File: config.mk
export PLATFORM = sky130hd
export DESIGN_NAME = branch_target_buffer_flat
export DESIGN_NICKNAME = d
export VERILOG_FILES = /design/src/rtl/branch_target_buffer_pkg.sv /design/src/rtl/branch_target_buffer_if.sv /design/src/rtl/btb_sat_counter.sv /design/src/rtl/branch_target_buffer.sv /design/src/flat_wrapper.sv
export SDC_FILE = /design/constraint.sdc
export NUM_CORES = 2
export LEC_CHECK = 0
export CAP_MARGIN = 20
export CORE_AREA = 3 3 314 316
export CTS_CLUSTER_SIZE = 28
export DETAILED_ROUTE_END_ITERATION = 8
export DIE_AREA = 0 0 317 319
export DONT_BUFFER_PORTS = 1
export GPL_ROUTABILITY_DRIVEN = 1
export SLEW_MARGIN = 20
export SYNTH_ARGS = -nofsm -noshare
export SYNTH_HDL_FRONTEND = slang
export SYNTH_SLANG_ARGS = --single-unit
File: constraint.sdc
create_clock -name clk -period 10.25 [get_ports clk]
set_input_delay 1.025 -clock clk [delete_from_list [all_inputs] [get_ports clk]]
set_output_delay 1.025 -clock clk [all_outputs]
set_load 0.02 [all_outputs]
File: src/rtl/branch_target_buffer_pkg.sv
// rtl/branch_target_buffer_pkg.sv - shared predictor state encoding and constants
package branch_target_buffer_pkg;

  typedef enum logic [1:0] {
    STRONG_NOT_TAKEN = 2'b00,
    WEAK_NOT_TAKEN   = 2'b01,
    STRONG_TAKEN     = 2'b10,
    WEAK_TAKEN       = 2'b11
  } btb_state_e;

  localparam logic [31:0] ZERO_32BIT = 32'h0000_0000;

endpackage

File: src/rtl/branch_target_buffer_if.sv
// rtl/branch_target_buffer_if.sv - fetch lookup and execute training bundle
interface branch_target_buffer_if;
  logic [31:0] fetch_pc;
  logic        btb_hit;
  logic        predicted_taken;
  logic [31:0] predicted_target;
  logic        update_btb;
  logic [31:0] ex_pc;
  logic [31:0] ex_target;
  logic        ex_taken;

  modport master (
    output fetch_pc, update_btb, ex_pc, ex_target, ex_taken,
    input  btb_hit, predicted_taken, predicted_target
  );

  modport slave (
    input  fetch_pc, update_btb, ex_pc, ex_target, ex_taken,
    output btb_hit, predicted_taken, predicted_target
  );
endinterface

File: src/rtl/btb_sat_counter.sv
// rtl/btb_sat_counter.sv - next-state function of the 2-bit taken/not-taken counter
module btb_sat_counter
  import branch_target_buffer_pkg::*;
(
  input  btb_state_e state,
  input  logic       taken,
  output btb_state_e next_state
);

  always_comb begin
    next_state = state;
    unique case (state)
      STRONG_NOT_TAKEN: next_state = taken ? WEAK_NOT_TAKEN : STRONG_NOT_TAKEN;
      WEAK_NOT_TAKEN:   next_state = taken ? WEAK_TAKEN     : STRONG_NOT_TAKEN;
      WEAK_TAKEN:       next_state = taken ? STRONG_TAKEN   : WEAK_NOT_TAKEN;
      STRONG_TAKEN:     next_state = taken ? STRONG_TAKEN   : WEAK_TAKEN;
      default:          next_state = state;
    endcase
  end

endmodule

File: src/rtl/branch_target_buffer.sv
// rtl/branch_target_buffer.sv - direct-mapped BTB with per-entry 2-bit counters
module branch_target_buffer
  import branch_target_buffer_pkg::*;
#(
  parameter int ENTRIES    = 16,
  parameter int INDEX_BITS = $clog2(ENTRIES),
  parameter int TAG_BITS   = 30 - INDEX_BITS
) (
  input  logic                   clk,
  input  logic                   rst,
  branch_target_buffer_if.slave  bus
);

  logic [ENTRIES-1:0]  valid_q, valid_d;
  logic [TAG_BITS-1:0] tag_q    [ENTRIES];
  logic [TAG_BITS-1:0] tag_d    [ENTRIES];
  logic [31:0]         target_q [ENTRIES];
  logic [31:0]         target_d [ENTRIES];
  btb_state_e          state_q  [ENTRIES];
  btb_state_e          state_d  [ENTRIES];

  logic [INDEX_BITS-1:0] f_idx, u_idx;
  logic [TAG_BITS-1:0]   f_tag, u_tag;
  logic                  f_hit, u_hit;
  btb_state_e            u_next_state;
  logic                  unused_pc_bits;

  assign f_idx = bus.fetch_pc[INDEX_BITS+1:2];
  assign f_tag = bus.fetch_pc[31:INDEX_BITS+2];
  assign u_idx = bus.ex_pc[INDEX_BITS+1:2];
  assign u_tag = bus.ex_pc[31:INDEX_BITS+2];
  assign unused_pc_bits = ^{bus.fetch_pc[1:0], bus.ex_pc[1:0]};

  // Lookup reads registered storage only, so a same-cycle update is seen next cycle.
  always_comb begin
    f_hit                = valid_q[f_idx] && (tag_q[f_idx] == f_tag);
    bus.btb_hit          = f_hit;
    bus.predicted_taken  = f_hit && state_q[f_idx][1];
    bus.predicted_target = f_hit ? target_q[f_idx] : ZERO_32BIT;
  end

  btb_sat_counter u_sat_counter (
    .state      (state_q[u_idx]),
    .taken      (bus.ex_taken),
    .next_state (u_next_state)
  );

  always_comb begin
    valid_d  = valid_q;
    tag_d    = tag_q;
    target_d = target_q;
    state_d  = state_q;
    u_hit    = valid_q[u_idx] && (tag_q[u_idx] == u_tag);
    if (bus.update_btb) begin
      if (u_hit) begin
        state_d[u_idx] = u_next_state;
        if (bus.ex_taken) begin
          target_d[u_idx] = bus.ex_target;
        end
      end else if (bus.ex_taken) begin
        // Taken miss claims the slot outright, evicting any aliasing occupant.
        valid_d[u_idx]  = 1'b1;
        tag_d[u_idx]    = u_tag;
        target_d[u_idx] = bus.ex_target;
        state_d[u_idx]  = WEAK_TAKEN;
      end
    end
  end

  always_ff @(posedge clk) begin
    if (rst) begin
      valid_q  <= '0;
      tag_q    <= '{default: '0};
      target_q <= '{default: ZERO_32BIT};
      state_q  <= '{default: WEAK_NOT_TAKEN};
    end else begin
      valid_q  <= valid_d;
      tag_q    <= tag_d;
      target_q <= target_d;
      state_q  <= state_d;
    end
  end

endmodule

File: src/flat_wrapper.sv
// flat-port wrapper written by rule: the top's interface ports become plain ports
module branch_target_buffer_flat import branch_target_buffer_pkg::*;
#(
  parameter int ENTRIES    = 16,
  parameter int INDEX_BITS = $clog2(ENTRIES),
  parameter int TAG_BITS   = 30 - INDEX_BITS
)
  (clk, rst, bus_fetch_pc, bus_update_btb, bus_ex_pc, bus_ex_target, bus_ex_taken, bus_btb_hit, bus_predicted_taken, bus_predicted_target);
  branch_target_buffer_if bus_i ();
  input  logic clk;
  input  logic rst;
  input wire logic [$bits(bus_i.fetch_pc)-1:0] bus_fetch_pc;
  input wire logic [$bits(bus_i.update_btb)-1:0] bus_update_btb;
  input wire logic [$bits(bus_i.ex_pc)-1:0] bus_ex_pc;
  input wire logic [$bits(bus_i.ex_target)-1:0] bus_ex_target;
  input wire logic [$bits(bus_i.ex_taken)-1:0] bus_ex_taken;
  output wire logic [$bits(bus_i.btb_hit)-1:0] bus_btb_hit;
  output wire logic [$bits(bus_i.predicted_taken)-1:0] bus_predicted_taken;
  output wire logic [$bits(bus_i.predicted_target)-1:0] bus_predicted_target;
  assign bus_i.fetch_pc = bus_fetch_pc;
  assign bus_i.update_btb = bus_update_btb;
  assign bus_i.ex_pc = bus_ex_pc;
  assign bus_i.ex_target = bus_ex_target;
  assign bus_i.ex_taken = bus_ex_taken;
  assign bus_btb_hit = bus_i.btb_hit;
  assign bus_predicted_taken = bus_i.predicted_taken;
  assign bus_predicted_target = bus_i.predicted_target;
  branch_target_buffer #(.ENTRIES(ENTRIES), .INDEX_BITS(INDEX_BITS), .TAG_BITS(TAG_BITS)) u_core (.clk(clk), .rst(rst), .bus(bus_i));
endmodule
==> impl_metrics.yaml <==
status:
  status: "complete, but fails checks"
  failed_checks: "max-slew violations"
job:
  maxCapViolCount: 0
timing:
  finalSetupViolCount: 0
  finalCritPeriodShare_pct: 52.9
  fin_worst_skew_ns: 0.0346
  maxSlewViolCount: 449
  hold_viol_final: 0
  min_period_ns: 5.42
  fmax_ghz: 0.184
  worst_pin_slew_ns: 2.66
  relSlewSlack_pct: -77.4
  tns_ns: 0
  rsz0062_at_grt: "no"
synthesis:
  syn-num-nets: 4960
  ys_warn_count: 0
  synth-main-ff-cell: "dfxtp_1"
  ys_ff_latch: 976
  synth_cells: 4860
  synth_edf_count: 0
  ys_async_sr_fraction_pct: 0
  synth_seq_area_share_pct: 41.8
  syn_area_mm2: 0.0468
  synth.avg_cell_area_um2: 9.63
  yosysUniqueCellTypes: 61
route:
  wire_per_inst_um: 25.1
  vias_per_cell: 6.02
  wl_um: 148000
  dr.pass1.iters: 8
  drc: 0
  via_count: 35527
  drtIter0Drc: 3571
  ant_nets: 0
clock_tree:
  clock_path_buffers: 3
  post_cts_buffers: 0
  clock_sinks: 976
  clk_pin_slew_ns: 0.06
  cts_hold_buf: 0
  ctsResizeCount: 0
  clock_latency_ns: 0.71
  cts-htree-levels: 3
  root_buffer: "clkbuf_16"
  cts_buffers: 106
  tritoncts: "built"
pwr:
  p_clk_share_pct: 48.5
  switchingPower_w: 0.00182
  power_leakage_nw: 19.4
  seq_power_share_pct: 47.6
  comb_power_share_pct: 4.0
  peakVddDrop_uv: 138
  power_density_mw_per_mm2: 160
  power.internal_w: 0.00625
  fin_total_pwr_w: 0.00807
  swShare_pct: 22.6
cells_and_area:
  areaGrowthSynthToFinish_pct: 7.99
  fin_nets: 4635
  fin_cells: 5897
  drive_above_1_share_pct: 14.8
  nFillCells: 8595
  multi_input_area_mm2: 0.0252
  seq_area_mm2: 0.0195
critical_path:
  cp_max_fo: 192
  startpoint_type: "primary input"
  endpoint_kind: "output port"
  crit_type: "primary input to output port"
  cp.arrival_ns: 4.40
  cp.required_ns: 9.23
floorplan:
  pin_count: 134
  fp.dieH_um: 319
  initial_core_util_pct: 48.6
  core_area_mm2: 0.0963
  die_w_um: 317
  design.die.area_mm2: 0.101
  rows: 114
global_routing:
  grt_max_degree: 548
  grt_pass1_vias: 34596
  track_usage_pct: 28.8
  grt_pass1_wl_um: 221000
  grt_overflow: 0
  antenna_found_initial: 2
hold_path:
  holdCritPathClass: "primary input to flip-flop"
placement:
  place_congestion: 0.830
  dp_hpwl_um: 79300
  dp.cells: 5702
  portBuffers: 0
-- logic make-up (layout without fill, tap and decap cells) --
logic type / after synthesis / after routing / share of synthesized area [%]
mux: 913 / 913 / 29.7
other cells: 0 / 1 / 0
buf+inv: 523 / 283 / 5.08
compound gates: 682 / 682 / 8.00
simple gates: 1715 / 1715 / 14.5
xor+xnor: 51 / 51 / 0.955
flops: 976 / 976 / 41.8
-- final timing paths --
check | start | endpoint | slack, ns | depth (start not counted)
max | bus_fetch_pc[4] | bus_predicted_target[0] | 4.83 | 7
min | rst | u_core.target_q[71] | 0.45 | 1
max reg2reg | u_core.tag_q[282] | u_core.tag_q[123] | 5.46 | 10
min reg2reg | u_core.target_q[283] | u_core.target_q[283] | 0.45 | 2
-- power by group through the flow --
| stage | Combinational, W | Sequential (W) | Clock [W] |
|---|---|---|---|
| after floorplan | 0.000373 | 0.00392 | 0 |
| after CTS | 0.000315 | 0.00384 | 0.00396 |
| after global placement | 0.000311 | 0.00392 | 0 |
| final | 0.000320 | 0.00384 | 0.00391 |
| after detailed placement | 0.000314 | 0.00392 | 0 |
| after global routing | 0.000334 | 0.00384 | 0.00411 |
-- placed cells by master (no fill, tap or decap), types with 7 or more instances in the layout --
cell       netlist  routed
a211oi_1        16      16
a21oi_1        537     537
a221oi_1        13      13
a22oi_1         19      19
a311oi_1         9       9
and3_1          53      53
buf_4           26      49
clkbuf_1       365      22
clkbuf_16        0     109
clkbuf_8         0      29
clkinv_2         0      19
dfxtp_1        976     976
inv_1           34      34
mux2_2          24      24
mux2i_1        512     512
mux4_2         376     376
nand2_1       1507    1495
nand2_2          1      13
nand3_1         14      10
nand4_1          9       9
nor2_1          57      49
nor2_4           1       8
nor2b_1          9       8
nor3_1          30      23
nor3_2           3       7
o21ai_0         30      15
o21ai_4          0      15
o22ai_1         11      11
o31ai_1         14      14
xnor2_1         43      42
xor2_1           8       8
-- metrics by stage --
step,setup WS [ns],instance area (um^2),utilization [%],hold WS [ns]
finish,4.83,50500,52.5,0.447
global route,4.89,50500,52.5,0.431
CTS,4.91,50500,52.4,0.409
detailed placement,4.70,46900,48.8,0.443
global placement,4.77,46900,48.7,0.439
floorplan,4.85,46800,-,0.431
-- state kept, by name, indices dropped and copies added, names as in the netlist --
name             flops
u_core.tag_q       416
u_core.valid_q      16
u_core.state_q      32
u_core.target_q    512
-- final cells by class --
type	count	area share (%)
Clock inverter	33	0.686
Clock buffer	160	6.35
Antenna cell	1	0.00495
Multi-Input combinational cell	3361	49.9
Tap cell	1276	3.16
Inverter	36	0.282
Timing Repair Buffer	54	0.941
Sequential cell	976	38.7
-- layer usage --
metal,GRT usage (%),routed length [um]
met1,37.1,59900
met4,10.8,5810
met3,5.75,10900
met5,0,13
met2,47.9,71300
-- cells in the mapped netlist, types with 30 or more instances --
cell type | number | share of area, %
clkbuf_1 | 365 | 2.9
buf_1 | 30 | 0.24
o21ai_0 | 30 | 0.32
nand2_1 | 1507 | 12
inv_1 | 34 | 0.27
dfxtp_1 | 976 | 42
buf_6 | 36 | 0.87
nor2_1 | 57 | 0.46
nor3_1 | 30 | 0.32
and3_1 | 53 | 0.71
a21oi_1 | 537 | 5.7
mux4_2 | 376 | 18
xnor2_1 | 43 | 0.80
mux2i_1 | 512 | 11
-- critical path, stage by stage --
cell and delay, ns:
mux4_2 0.51, mux4_2 0.49, xnor2_1 0.30, nand4_1 0.38, nor4_2 0.33, buf_4 0.46
and3_1 0.48
No activity file was read; power rests on OpenSTA's default activity.
